<file path="src/rtl/uart_pkg.sv">
// rtl/uart_pkg.sv - shared UART frame definitions: receiver states, frame length, parity helper.
package uart_pkg;

    typedef enum logic [2:0] {
        IDLE,
        START,
        DATA,
        PARITY,
        STOP
    } rx_state_t;

    localparam int MAX_DATA_BITS = 9;

    // Bits on the wire for one frame; the transmitter uses the same expression.
    function automatic int frame_bits(input int data_bits, input int parity_en, input int stop_bits);
        return 1 + data_bits + parity_en + stop_bits;
    endfunction

    // Zero-extended payload does not disturb the XOR reduction.
    function automatic logic calc_parity(input logic [MAX_DATA_BITS-1:0] data, input logic odd);
        return (^data) ^ odd;
    endfunction

endpackage

</file>
<file path="src/rtl/sipo_rx_if.sv">
// rtl/sipo_rx_if.sv - serial input and parallel result bundle of the UART receiver.
interface sipo_rx_if #(
    parameter int DATA_BITS = 8
);
    logic                 sample_tick;
    logic                 rx_in;
    logic [DATA_BITS-1:0] data_out;
    logic                 data_valid;
    logic                 parity_err;
    logic                 frame_err;
    logic                 active_flag;

    modport master (
        input  sample_tick,
        input  rx_in,
        output data_out,
        output data_valid,
        output parity_err,
        output frame_err,
        output active_flag
    );

    modport slave (
        output sample_tick,
        output rx_in,
        input  data_out,
        input  data_valid,
        input  parity_err,
        input  frame_err,
        input  active_flag
    );
endinterface

</file>
<file path="src/rtl/rx_sync.sv">
// rtl/rx_sync.sv - two-flop synchronizer for the idle-high serial line.
module rx_sync (
    input  logic clock,
    input  logic reset,
    input  logic d,
    output logic q
);
    logic meta;

    always_ff @(posedge clock or posedge reset) begin
        if (reset) begin
            meta <= 1'b1;
            q    <= 1'b1;
        end else begin
            meta <= d;
            q    <= meta;
        end
    end
endmodule

</file>
<file path="src/rtl/sipo_rx.sv">
// rtl/sipo_rx.sv - oversampling UART receiver with majority-vote bit recovery.
module sipo_rx
    import uart_pkg::*;
#(
    parameter int DATA_BITS  = 8,
    parameter int PARITY_EN  = 1,
    parameter int PARITY_TYP = 0,
    parameter int STOP_BITS  = 1,
    parameter int OVERSAMPLE = 16
) (
    input logic       clock,
    input logic       reset,
    sipo_rx_if.master bus
);
    localparam int SCNT_W = $clog2(OVERSAMPLE);
    localparam int IDX_W  = $clog2(DATA_BITS + 1);
    localparam logic [SCNT_W-1:0] MID_LO    = SCNT_W'(OVERSAMPLE / 2 - 1);
    localparam logic [SCNT_W-1:0] MID       = SCNT_W'(OVERSAMPLE / 2);
    localparam logic [SCNT_W-1:0] MID_HI    = SCNT_W'(OVERSAMPLE / 2 + 1);
    localparam logic [SCNT_W-1:0] SCNT_LAST = SCNT_W'(OVERSAMPLE - 1);
    localparam logic [IDX_W-1:0]  IDX_LAST  = IDX_W'(DATA_BITS - 1);
    localparam logic              STOP_LAST = 1'(STOP_BITS - 1);
    localparam logic              PAR_ODD   = (PARITY_TYP != 0);

    logic                 rx_s;
    rx_state_t            state;
    logic [SCNT_W-1:0]    scnt;
    logic [IDX_W-1:0]     bit_idx;
    logic                 stop_idx;
    logic                 armed;
    logic                 samp_lo;
    logic                 samp_mid;
    logic                 par_vote;
    logic                 ferr_acc;
    logic [DATA_BITS-1:0] shreg;
    logic [DATA_BITS-1:0] data_q;
    logic                 valid_q;
    logic                 perr_q;
    logic                 ferr_q;
    logic                 active_q;
    logic                 vote;
    logic                 decide;
    logic                 wrap;

    rx_sync u_sync (
        .clock (clock),
        .reset (reset),
        .d     (bus.rx_in),
        .q     (rx_s)
    );

    // The third sample is taken live at the decision point.
    assign vote   = (samp_lo & samp_mid) | (samp_lo & rx_s) | (samp_mid & rx_s);
    assign decide = (scnt == MID_HI);
    assign wrap   = (scnt == SCNT_LAST);

    always_ff @(posedge clock or posedge reset) begin
        if (reset) begin
            state    <= IDLE;
            scnt     <= '0;
            bit_idx  <= '0;
            stop_idx <= 1'b0;
            armed    <= 1'b0;
            samp_lo  <= 1'b0;
            samp_mid <= 1'b0;
            par_vote <= 1'b0;
            ferr_acc <= 1'b0;
            shreg    <= '0;
            data_q   <= '0;
            valid_q  <= 1'b0;
            perr_q   <= 1'b0;
            ferr_q   <= 1'b0;
            active_q <= 1'b0;
        end else begin
            valid_q <= 1'b0;
            if (bus.sample_tick) begin
                if (state == IDLE) begin
                    // Arming on a high line keeps a held-low break from retriggering.
                    if (armed && !rx_s) begin
                        state    <= START;
                        scnt     <= '0;
                        active_q <= 1'b1;
                        armed    <= 1'b0;
                        ferr_acc <= 1'b0;
                    end else if (rx_s) begin
                        armed <= 1'b1;
                    end
                end else begin
                    scnt <= wrap ? '0 : scnt + 1'b1;
                    if (scnt == MID_LO) samp_lo <= rx_s;
                    if (scnt == MID) samp_mid <= rx_s;
                    case (state)
                        START: begin
                            if (decide && vote) begin
                                state    <= IDLE;
                                active_q <= 1'b0;
                            end else if (wrap) begin
                                state   <= DATA;
                                bit_idx <= '0;
                            end
                        end
                        DATA: begin
                            if (decide) shreg <= {vote, shreg[DATA_BITS-1:1]};
                            if (wrap) begin
                                if (bit_idx == IDX_LAST) begin
                                    state    <= (PARITY_EN != 0) ? PARITY : STOP;
                                    stop_idx <= 1'b0;
                                end else begin
                                    bit_idx <= bit_idx + 1'b1;
                                end
                            end
                        end
                        PARITY: begin
                            if (decide) par_vote <= vote;
                            if (wrap) begin
                                state    <= STOP;
                                stop_idx <= 1'b0;
                            end
                        end
                        STOP: begin
                            // Last stop bit completes at mid-bit to leave margin for the next start edge.
                            if (decide) begin
                                if (stop_idx == STOP_LAST) begin
                                    state    <= IDLE;
                                    active_q <= 1'b0;
                                    valid_q  <= 1'b1;
                                    data_q   <= shreg;
                                    perr_q   <= (PARITY_EN != 0) &&
                                                (par_vote != calc_parity(MAX_DATA_BITS'(shreg), PAR_ODD));
                                    ferr_q   <= ferr_acc | ~vote;
                                end else begin
                                    ferr_acc <= ferr_acc | ~vote;
                                end
                            end
                            if (wrap) stop_idx <= 1'b1;
                        end
                        default: begin
                            state    <= IDLE;
                            active_q <= 1'b0;
                        end
                    endcase
                end
            end
        end
    end

    assign bus.data_out    = data_q;
    assign bus.data_valid  = valid_q;
    assign bus.parity_err  = perr_q;
    assign bus.frame_err   = ferr_q;
    assign bus.active_flag = active_q;

endmodule
</file>
<file path="src/flat_wrapper.sv">
// flat-port wrapper written by rule: the top's interface ports become plain ports
module sipo_rx_flat import uart_pkg::*;
#(
    parameter int DATA_BITS  = 8,
    parameter int PARITY_EN  = 1,
    parameter int PARITY_TYP = 0,
    parameter int STOP_BITS  = 1,
    parameter int OVERSAMPLE = 16
)
  (clock, reset, bus_sample_tick, bus_rx_in, bus_data_out, bus_data_valid, bus_parity_err, bus_frame_err, bus_active_flag);
  sipo_rx_if #(.DATA_BITS(DATA_BITS)) bus_i ();
  input logic clock;
  input logic reset;
  input wire logic [$bits(bus_i.sample_tick)-1:0] bus_sample_tick;
  input wire logic [$bits(bus_i.rx_in)-1:0] bus_rx_in;
  output wire logic [$bits(bus_i.data_out)-1:0] bus_data_out;
  output wire logic [$bits(bus_i.data_valid)-1:0] bus_data_valid;
  output wire logic [$bits(bus_i.parity_err)-1:0] bus_parity_err;
  output wire logic [$bits(bus_i.frame_err)-1:0] bus_frame_err;
  output wire logic [$bits(bus_i.active_flag)-1:0] bus_active_flag;
  assign bus_i.sample_tick = bus_sample_tick;
  assign bus_i.rx_in = bus_rx_in;
  assign bus_data_out = bus_i.data_out;
  assign bus_data_valid = bus_i.data_valid;
  assign bus_parity_err = bus_i.parity_err;
  assign bus_frame_err = bus_i.frame_err;
  assign bus_active_flag = bus_i.active_flag;
  sipo_rx #(.DATA_BITS(DATA_BITS), .PARITY_EN(PARITY_EN), .PARITY_TYP(PARITY_TYP), .STOP_BITS(STOP_BITS), .OVERSAMPLE(OVERSAMPLE)) u_core (.clock(clock), .reset(reset), .bus(bus_i));
endmodule
</file>
<file path="config.mk">
export PLATFORM = sky130hd
export DESIGN_NAME = sipo_rx_flat
export DESIGN_NICKNAME = d
export VERILOG_FILES = /design/src/rtl/uart_pkg.sv /design/src/rtl/sipo_rx_if.sv /design/src/rtl/rx_sync.sv /design/src/rtl/sipo_rx.sv /design/src/flat_wrapper.sv
export SDC_FILE = /design/constraint.sdc
export NUM_CORES = 1
export LEC_CHECK = 0
export CORE_ASPECT_RATIO = 0.5
export CORE_MARGIN = 5
export CORE_UTILIZATION = 59
export DETAILED_ROUTE_END_ITERATION = 8
export PLACE_DENSITY = 0.81
export SLEW_MARGIN = 5
export SYNTH_ARGS = -nofsm -noshare
export SYNTH_HDL_FRONTEND = slang
export SYNTH_SLANG_ARGS = --single-unit
</file>
<file path="constraint.sdc">
create_clock -name clock -period 5.13 [get_ports clock]
set_input_delay 1.026 -clock clock [delete_from_list [all_inputs] [get_ports clock]]
set_output_delay 1.026 -clock clock [all_outputs]
set_load 0.03 [all_outputs]
</file>
Word level (Yosys, flattened, before mapping). Cells that the tools add are included.

Register bits: 39. Input bits: 4. Output and inout port bits: 12. Logic and storage cells: 119.

Add/subtract/negate cells: 2. Eq/ne operators: 26. Mux-type cells: 41. Bitwise logic cells: 9. Reduce and logical (&&, ||, !) cells: 24.

Operators by type and width (number): 2-to-1 mux 4 bit (7); 2-to-1 mux 3 bit (9); 2-to-1 mux 1 bit (21); != test 3 x 1 -> 1 bit (second input constant) (5); AND reduction 7 bit (2); == test 4 bit (second input constant) (3); != test 2 x 1 -> 1 bit (second input constant) (6); case mux 3 bit (4 select lines) (1); AND reduction 5 bit (2); nonzero test 2 bit (5); AND reduction 3 bit (3); XOR reduction 9 bit (1); adder 4 x 1 -> 4 bit (second input constant) (2); == test 4 x 3 -> 1 bit (second input constant) (2); case mux 4 bit (2 select lines) (1); AND reduction 4 bit (2); AND reduction 8 bit (1); == test 3 x 2 -> 1 bit (second input constant) (2); != test 2 bit (second input constant) (3); case mux 1 bit (3 select lines) (2); AND reduction 6 bit (1); != test 4 x 1 -> 1 bit (second input constant) (1); bitwise AND 1 bit (3); == test 3 x 1 -> 1 bit (second input constant) (1); 11 further kinds (16).

Longest topological paths before layout.
Word-level depth: 9. Mapped depth: 8. Mapped depth without buffers: 6.

Cells and area by module. Synthesis repeated with hierarchy kept, for this count alone.

Cells, all modules: 166. Area total of the unflattened synthesis: 1926.8 um2.

Modules (own cells, without submodules): sipo_rx (times used 1, cells each 163, area an instance 1870.5 um2, sequential area each 925.9 um2); rx_sync (times used 1, cells each 3, area an instance 56.3 um2, sequential area each 52.6 um2).

Worst setup path before layout. Ideal clock, no wire load.

Path kind: input to register. From: input bus_sample_tick. To: register u_core.par_vote. Library setup time: 125 ps. Data arrival time: 1872 ps. Data required time: 5005 ps. Setup slack: 3134 ps. Cell stages on the path: 4. Buffers on the path: 1. Cell sequence: buf_2 > nand2_4 > nor4b_2 > mux2_2.

Word-level cells in the longest chain between the ends: 1.

Ends and longest elaborated chain: from (decl) (line flat_wrapper.sv:14) `input wire logic [$bits(bus_i.sample_tick)-1:0] bus_sample_tick;`; AND reduction 4 bit (no source line); to (signal assigned) (line sipo_rx.sv:114) `if (decide) par_vote <= vote;`; to (decl) (line sipo_rx.sv:33) `logic par_vote;`.

No other way between the ends. A chain may end at the register's enable or synchronous reset.

Final worst setup path.
From: input bus_sample_tick. To: register u_core.samp_lo.

Word-level cells in the longest chain between the ends: 1.

Ends and longest elaborated chain: AND reduction 3 bit (no source line); to (signal assigned) (line sipo_rx.sv:90) `if (scnt == MID_LO) samp_lo <= rx_s;`; to (decl) (line sipo_rx.sv:31) `logic samp_lo;`.

No other way between the ends.

==> metrics.txt <==
Setup-failing EPs final=0; Sink Count=39; Async SR Flop Fraction=1.00; Finished Cell Area=2280 sq um; Commonest cells post-synth=dfrtp_1, mux2_2, nand2_1, o21ai_0, inv_1; number of flops mapped to enable cells by yosys=0; status=completed; Fmax=416 MHz; cells after synthesis=176; CTS buffer count=5; post-synthesis mux area share=0.129; top_reg_cell synth=dfrtp_1; DP Area=2180 sq um; Die X=93.1 microns; Yosys top cell area share=0.454; initial antenna violation count=0; largest net degree at the start of global routing=40; setup_tns=0 ps; count leader, synth=dfrtp_1; hold_buf cts=0; effective utilization at floorplan=0.604; post-synthesis sequential area ratio=0.480; # diodes=0; layout cell share with drive strength beyond 1=0.201; Synth Area in XOR/XNOR=0.0368; ANT nets after route=0; WL per Instance=16.0 microns; HPWL Detailed=2490 microns; GR Overflow Total=0; H-tree levels=2; clock latency at the later pin of the worst-skew pair=290 ps; Worst EP required=5310 ps; DRT Wirelength=3710 microns; Post-Syn Area=2040 sq um; Root Driver=clkbuf_8; Die Y=51.6 microns; DRT Pass-1 Iters=4; # nets final=196; GRT Overall Usage=0.186; Final GP Congestion=0.845; Fin. Hold Viols=0; register clock-pin slew on the reported worst setup and hold paths=80 ps; fillers=255; post-synthesis adder-cell area fraction=0.0294; vias in the first global route=1,399; postcts setup bufs=0; via/cell ratio=5.93; Compound-Gate Fraction of Synth Area=0.126; Worst setup EP type=register; register bit total from synthesis=39; DRC viols=0; top post-synthesis cells by area=dfrtp_1, mux2_2, mux2_4; main combinational cell family by area after synthesis=simple AND/OR/NAND/NOR gates; Worst Skew=1.48 ps; CTS max path bufs=2; Layout area overhead=11.8%; Net Count, Synth=184; row count=15; Die ar.=4800 sq um; crit path launch type=primary input; fin crit share=0.468; Synth area leader=dfrtp_1; Max-slew headroom=0.633; DR vias=1,370; Peak VDD IR=0.185 mV; Synth cell types=52; leakage=1.06 nW; CP arrival=2580 ps; Worst Hold Class=reg -> reg; Top Ports=16; Synth Area in Simple Gates=0.148; P per Cell Area=372 nW/um^2; cts repair resizes=0; IO Port Bufs=15; CTS tree=built; Warnings, synthesis=0; Multi-input gate area=958 sq um; worst-margin pin slew=551 ps; Core ar.=3380 sq um; Seq. cell area=978 sq um; drt initial violations=154; Final Slew Violations=0; first-pass GRT wire length=6820 microns; max_cap viols=0; worst-path maximum fanout=9; RSZ-0062 raised after global routing=false; crit path time final=2400 ps; Setup CP Type=in -> reg; Synth Area per Inst=11.6 sq um
## stage by stage
| step | power (mW) | setup slack, ps | util | cells | hold slack, ps |
|---|---|---|---|---|---|
| after detailed placement | 0.630 | 2390 | 0.646 | 223 | 353 |
| after global placement | 0.619 | 2460 | 0.646 | 223 | 346 |
| after floorplan | 0.583 | 3130 | - | 176 | 345 |
| final | 0.848 | 2730 | 0.675 | 231 | 362 |
| after CTS | 0.851 | 2730 | 0.675 | 231 | 365 |
| after global routing | 0.908 | 2660 | 0.675 | 231 | 369 |
## critical path: stages
cell,delay (ps)
clkdlybuf4s50_1,740
o31a_1,380
nand4b_1,150
mux2_2,290
## power by group
group          internal [mW]  total, mW  switching, mW  leakage (nW)
Combinational         0.0948      0.204          0.109         0.504
Sequential             0.354      0.423         0.0698         0.507
Clock                  0.110      0.221          0.111        0.0474
## kinds of logic after synthesis
kind of cell,after synthesis
fa+ha+maj,5
flops,39
mux,22
buf+inv,20
xor+xnor,7
simple gates,45
compound gates,38
## metal layers
metal	wire length [microns]	vias to the layer above	GRT usage
li1	-	659	-
met1	1740	664	0.249
met2	1690	39	0.293
met3	211	8	0.0477
met4	73	0	0.0730
met5	0	-	0
## state kept, by name, indices dropped and copies added (netlist names)
name,cells
u_core.armed,1
u_core.bit_idx,4
u_core.bus.active_flag,1
u_core.bus.data_out,8
u_core.bus.data_valid,1
u_core.bus.frame_err,1
u_core.bus.parity_err,1
u_core.ferr_acc,1
u_core.par_vote,1
u_core.samp_lo,1
u_core.samp_mid,1
u_core.scnt,4
u_core.shreg,8
u_core.state,3
u_core.stop_idx,1
u_core.u_sync.meta,1
u_core.u_sync.q,1
## final timing paths
path,slack [ps],to,depth (start not counted),startpoint
max,2730,u_core.samp_lo,4,bus_sample_tick
min,360,u_core.u_sync.q,0,u_core.u_sync.meta
max reg2reg,3170,u_core.bus.data_out[7],5,u_core.scnt[1]
min reg2reg,360,u_core.u_sync.q,0,u_core.u_sync.meta
max in group asynchronous,3620,u_core.u_sync.q,3,reset
min in group asynchronous,1150,u_core.bus.data_out[4],3,reset
## layout by cell type (no fill, tap or decap), types with 3 or more instances in the layout
cell type / instances
clkdlybuf4s50_1: 15
nor3_1: 3
dfrtp_1: 37
mux2_2: 15
nand2_1: 11
nor2_1: 4
ha_1: 4
nand3_1: 4
a21oi_1: 7
o211ai_1: 4
mux2_4: 5
xnor2_1: 4
clkbuf_8: 6
o21ai_0: 11
inv_1: 9
## area by class of cell
class,count,share of cell area
flip-flops and latches,39,0.429
multi-input cells,117,0.420
repair buffers,16,0.0692
clock buffers,6,0.0362
well taps,42,0.0231
inverters,9,0.0148
clock inverters,2,0.00714
(Power assumes the default switching activity.)
